==> config.mk <==
export PLATFORM = sky130hd
export DESIGN_NAME = bch_15_7_serial_encoder
export DESIGN_NICKNAME = d
export VERILOG_FILES = /design/src/rtl/bch_15_7_pkg.sv /design/src/rtl/bch_lfsr_div.sv /design/src/rtl/bch_15_7_serial_encoder.sv
export SDC_FILE = /design/constraint.sdc
export NUM_CORES = 1
export LEC_CHECK = 0
export BUFFER_PORTS_ARGS = -buffer_cell sky130_fd_sc_hd__clkbuf_2
export CAP_MARGIN = 10
export CELL_PAD_IN_SITES_DETAIL_PLACEMENT = 1
export CELL_PAD_IN_SITES_GLOBAL_PLACEMENT = 2
export CORE_MARGIN = 4
export CORE_UTILIZATION = 35
export CTS_BUF_LIST = sky130_fd_sc_hd__clkbuf_2
export DETAILED_ROUTE_END_ITERATION = 10
export GPL_ROUTABILITY_DRIVEN = 0
export GPL_TIMING_DRIVEN = 1
export PLACE_DENSITY = 0.94
export SYNTH_ARGS = -nofsm -noshare
export SYNTH_HDL_FRONTEND = slang
export SYNTH_SLANG_ARGS = --single-unit
export TNS_END_PERCENT = 1
==> constraint.sdc <==
create_clock -name i_Clk -period 6.11 [get_ports i_Clk]
set_input_delay 1.222 -clock i_Clk [delete_from_list [all_inputs] [get_ports i_Clk]]
set_output_delay 1.222 -clock i_Clk [all_outputs]
set_load 0.03 [all_outputs]
==> src/rtl/bch_15_7_pkg.sv <==
// Shared definitions for the BCH(15,7) t=2 encoder and the downstream syndrome/decoder block.
// Contents: code dimensions, generator polynomial, encoder FSM state type and the
// single-step LFSR division helper.
package bch_15_7_pkg;

  localparam int unsigned N  = 15;
  localparam int unsigned K  = 7;
  localparam int unsigned NK = 8;

  // g(x) = x^8 + x^7 + x^6 + x^4 + 1; bit 8 is implicit in the shift register.
  localparam logic [8:0] GEN_POLY = 9'h1D1;

  typedef enum logic [1:0] {
    IDLE,
    SHIFT,
    DONE
  } enc_state_t;

  // One clock of serial division of d(x)*x^8 by g(x): the data bit enters at the
  // top of the register, so the remainder needs no extra x^8 flush cycles.
  function automatic logic [NK-1:0] lfsr_step(input logic [NK-1:0] rem,
                                                input logic          din,
                                                input logic [NK-1:0] taps);
    logic fb;
    fb = din ^ rem[NK-1];
    return {rem[NK-2:0], 1'b0} ^ ({NK{fb}} & taps);
  endfunction

endpackage

==> src/rtl/bch_lfsr_div.sv <==
// Serial polynomial divider: remainder of (bit stream * x^8) modulo GenPoly.
// Ports:
//   i_Clk   clock, rising edge
//   i_Rst   synchronous active-high reset, clears the remainder
//   i_Clear synchronous clear, starts a new division
//   i_Shift advance the division by one input bit
//   i_Bit   input bit, most significant coefficient first
//   o_Rem   current remainder
module bch_lfsr_div
  import bch_15_7_pkg::*;
#(
  parameter logic [8:0] GenPoly = GEN_POLY
) (
  input  logic          i_Clk,
  input  logic          i_Rst,
  input  logic          i_Clear,
  input  logic          i_Shift,
  input  logic          i_Bit,
  output logic [NK-1:0] o_Rem
);

  logic [NK-1:0] rem_q;

  always_ff @(posedge i_Clk) begin
    if (i_Rst || i_Clear) begin
      rem_q <= '0;
    end else if (i_Shift) begin
      rem_q <= lfsr_step(rem_q, i_Bit, GenPoly[NK-1:0]);
    end
  end

  assign o_Rem = rem_q;

endmodule

==> src/rtl/bch_15_7_serial_encoder.sv <==
// Systematic BCH(15,7) t=2 encoder, one data bit per clock.
// Ports:
//   i_Clk       clock, rising edge
//   i_Rst       synchronous active-high reset
//   i_Valid     upstream data word valid
//   i_DataWord  7-bit data word, bit 6 encoded first
//   o_Ready     encoder accepts a word this cycle (IDLE and not in reset)
//   o_CodeWord  registered {data, parity}, stable while o_Valid is high
//   o_Valid     codeword valid
//   i_Ready     downstream accepts the codeword
module bch_15_7_serial_encoder
  import bch_15_7_pkg::*;
(
  input  logic         i_Clk,
  input  logic         i_Rst,
  input  logic         i_Valid,
  input  logic [K-1:0] i_DataWord,
  output logic         o_Ready,
  output logic [N-1:0] o_CodeWord,
  output logic         o_Valid,
  input  logic         i_Ready
);

  enc_state_t    state_q;
  logic [2:0]    count_q;
  logic [K-1:0]  data_q;
  logic [NK-1:0] rem;
  logic [NK-1:0] rem_next;
  logic [2:0]    bit_idx;
  logic          dbit;
  logic          accept;
  logic          shifting;

  assign o_Ready  = (state_q == IDLE) && !i_Rst;
  assign accept   = o_Ready && i_Valid;
  assign shifting = (state_q == SHIFT);
  assign bit_idx  = 3'd6 - count_q;
  assign dbit     = data_q[bit_idx];
  // Remainder after this edge's shift, captured into the codeword on the last shift.
  assign rem_next = lfsr_step(rem, dbit, GEN_POLY[NK-1:0]);

  bch_lfsr_div #(
    .GenPoly (GEN_POLY)
  ) u_lfsr_div (
    .i_Clk   (i_Clk),
    .i_Rst   (i_Rst),
    .i_Clear (accept),
    .i_Shift (shifting),
    .i_Bit   (dbit),
    .o_Rem   (rem)
  );

  always_ff @(posedge i_Clk) begin
    if (i_Rst) begin
      state_q    <= IDLE;
      count_q    <= '0;
      data_q     <= '0;
      o_CodeWord <= '0;
      o_Valid    <= 1'b0;
    end else begin
      unique case (state_q)
        IDLE: begin
          if (i_Valid) begin
            data_q  <= i_DataWord;
            count_q <= '0;
            state_q <= SHIFT;
          end
        end
        SHIFT: begin
          if (count_q == 3'd6) begin
            o_CodeWord <= {data_q, rem_next};
            o_Valid    <= 1'b1;
            state_q    <= DONE;
          end else begin
            count_q <= count_q + 3'd1;
          end
        end
        DONE: begin
          if (i_Ready) begin
            o_Valid <= 1'b0;
            state_q <= IDLE;
          end
        end
        default: state_q <= IDLE;
      endcase
    end
  end

endmodule

==> results.sh <==
export IMPL_cts_hold_buffers_added=0
export IMPL_grt_usage_pct=13.85
export IMPL_drt_iter0_drc=24
export IMPL_synth_nets=186
export IMPL_layout_drive_gt1_share_pct=19.60
export IMPL_drcViolationCount=0
export IMPL_setup_violations=0
export IMPL_rows=23
export IMPL_finalCritPeriodShare_pct=53.55
export IMPL_fin_crit_ns=3.272
export IMPL_core_area_um2=4000
export IMPL_cts_sinks=36
export IMPL_start_util_pct=35.94
export IMPL_clock_latency_ns=0.40
export IMPL_die_area_um2=5197
export IMPL_setup_worst_path_start_class="input port"
export IMPL_diodes=0
export IMPL_htree_levels=2
export IMPL_grt_pass1_wl_um=5575
export IMPL_power_density_nw_per_um2=240.1
export IMPL_cts_buffers=5
export IMPL_yosysMostFrequentCell="nand2_1"
export IMPL_grt_pass1_vias=1225
export IMPL_synth_compound_area_share_pct=14.45
export IMPL_worst_pin_slew_ns=0.8259
export IMPL_synthCells=173
export IMPL_port_buffers=27
export IMPL_synthTopCellsByArea="dfxtp_1, nand2_1, a21oi_1, nor2_1, a211oi_1"
export IMPL_finalMaxSlewViolations=0
export IMPL_outcome="finished clean"
export IMPL_cts_tree="built"
export IMPL_muxShareOfSynthArea_pct=3.655
export IMPL_antenna_found_initial=0
export IMPL_slowest_stage="clkbuf_2"
export IMPL_postSynthRegisterBits=36
export IMPL_finClkSkew_ns=0.01723
export IMPL_slew_headroom_pct=44.82
export IMPL_yosysTopAreaCell="dfxtp_1"
export IMPL_yosys_area_share_xor_xnor_pct=4.961
export IMPL_root_buffer="clkbuf_2"
export IMPL_nets=211
export IMPL_crit_path_max_fanout=30
export IMPL_drtAntennaViolNets=0
export IMPL_cp_cell_sequence="clkbuf_2 > nor3_1 > clkbuf_2"
export IMPL_synth_edf_count=0
export IMPL_max_freq_mhz=305.6
export IMPL_post_dp_cell_area_um2=1590
export IMPL_final_area_um2=1645
export IMPL_avgSynthCellArea_um2=8.310
export IMPL_hold_viol=0
export IMPL_leakage_nw=0.6397
export IMPL_holdWs_ns=0.4658
export IMPL_vias=1235
export IMPL_peakVddDrop_mv=0.09329
export IMPL_synth_simple_gate_area_share_pct=21.67
export IMPL_cp_arrival_ns=2.05
export IMPL_crit_path_frequent_cell="clkbuf_2"
export IMPL_yosys_warnings=0
export IMPL_area_delta_synth_final_pct=14.45
export IMPL_hp_class="flip-flop to flip-flop"
export IMPL_wl_per_cell_um=13.10
export IMPL_synth_top_area_share_pct=50.13
export IMPL_critPathRequiredTime_ns=4.89
export IMPL_yosys_cell_types_count=26
export IMPL_synth_fa_ha_area_share_pct=1.741
export IMPL_cap_violations=0
export IMPL_ys_async_sr_fraction_pct=0
export IMPL_ys_flop_type="dfxtp_1"
export IMPL_die_x_um=72.09
export IMPL_syn_area_um2=1438
export IMPL_max_stage_delay_ns=0.35
export IMPL_synth_top_family_by_area="simple AND/OR/NAND/NOR gates"
export IMPL_cts_setup_buffers=0
export IMPL_clockBufferDepth=2
export IMPL_num_fill_cells=514
export IMPL_cts_resized=0
export IMPL_drt_total_wl_um=3263
export IMPL_gr_total_overflow=0
export IMPL_cp_end_kind="output pin"
export IMPL_clk_pin_slew_ns=0.18
export IMPL_rsz0062_at_grt="no"
export IMPL_crit_type="input port to output pin"
export IMPL_grt_max_degree=31
export IMPL_seq_area_frac_synth_pct=50.13
export IMPL_post_dp_hpwl_um=2376
export IMPL_synthTopCellsByCount="nand2_1, dfxtp_1, a21oi_1"
export IMPL_setup_tns_ns=0
export IMPL_viasPerCell=4.960
export IMPL_dieHeight_um=72.09
export IMPL_dr_pass1_iters=4
export IMPL_io_pins=28
final timing paths:
kind,start,endpoint,slack [ns],cells past startpoint
min,o_CodeWord[11],o_CodeWord[11],0.47,2
min reg2reg,o_CodeWord[11],o_CodeWord[11],0.47,2
max,i_Rst,o_Ready,2.84,3
max reg2reg,count_q[0],u_lfsr_div.o_Rem[7],3.84,7
flip-flops by register name, indices dropped and copies added, names as in the netlist:
register and cells:
o_CodeWord 15, state_q 2, count_q 3, data_q 7, u_lfsr_div.o_Rem 8, o_Valid 1
where the power goes:
group          internal [W]  switching (W)
logic             0.0000150      0.0000236
registers          0.000241     0.00000506
clock network     0.0000276      0.0000832
per-layer routing:
layer / track usage, % / up-vias / routed length (um)
li1: - / 621 / -
met1: 14.63 / 588 / 1403
met2: 24.97 / 19 / 1664
met3: 4.709 / 7 / 132
met4: 5.637 / 0 / 62
met5: 0 / - / 0
cell type report:
cell class                 instances  area (um2)  area share (%)
clock buffer                       5       25.02           1.521
tap                               50       62.56           3.802
clock inverter                     3       18.77           1.141
timing repair buffer              28       146.4           8.897
inverter                           1       3.754          0.2281
multi-input combinational        126       668.1           40.61
sequential                        36       720.7           43.80
worst max-delay path: cells and delay by family:
family	cells	cell delay, ns
buffers and inverters	2	0.59
AND/OR/NAND/NOR	1	0.24
layout by cell type (no fill, tap or decap):
| cell | synthesis | final |
|---|---|---|
| a211oi_1 | 5 | 5 |
| nand3b_1 | 1 | 1 |
| dfxtp_1 | 36 | 36 |
| and2_1 | 1 | 1 |
| o21ai_1 | 1 | 1 |
| a21oi_1 | 30 | 30 |
| clkbuf_2 | 0 | 32 |
| nor2b_1 | 1 | 1 |
| ha_1 | 2 | 2 |
| or3_1 | 1 | 1 |
| or3b_2 | 1 | 1 |
| nor2_1 | 13 | 13 |
| clkinv_4 | 0 | 1 |
| inv_1 | 1 | 1 |
| nand2_1 | 53 | 53 |
| xnor2_1 | 3 | 3 |
| xnor2_4 | 1 | 1 |
| mux4_2 | 1 | 1 |
| buf_6 | 1 | 1 |
| nand3_1 | 1 | 1 |
| o21a_1 | 1 | 1 |
| nor3_1 | 1 | 1 |
| o211ai_1 | 1 | 1 |
| xor2_1 | 2 | 2 |
| clkinv_2 | 0 | 2 |
| nand2b_1 | 3 | 3 |
| mux2i_1 | 3 | 3 |
per-stage QoR:
step / utilization [%] / instances / worst slack (ns) / total power [W]
after floorplan: - / 173 / 2.823 / 0.0002801
after global placement: 39.76 / 240 / 2.836 / 0.0002873
after detailed placement: 39.76 / 240 / 2.809 / 0.0002897
after CTS: 40.85 / 248 / 2.809 / 0.0004026
after global routing: 41.13 / 249 / 2.738 / 0.0004217
final: 41.13 / 249 / 2.838 / 0.0003950
cells by family (layout without fill, tap and decap cells):
group / after synthesis / count (layout)
fa+ha+maj: 2 / 2
compound gates: 38 / 38
simple gates: 76 / 76
buf+inv: 11 / 37
xor+xnor: 6 / 6
flops: 36 / 36
mux: 4 / 4
No activity file was read; power rests on OpenSTA's default activity.
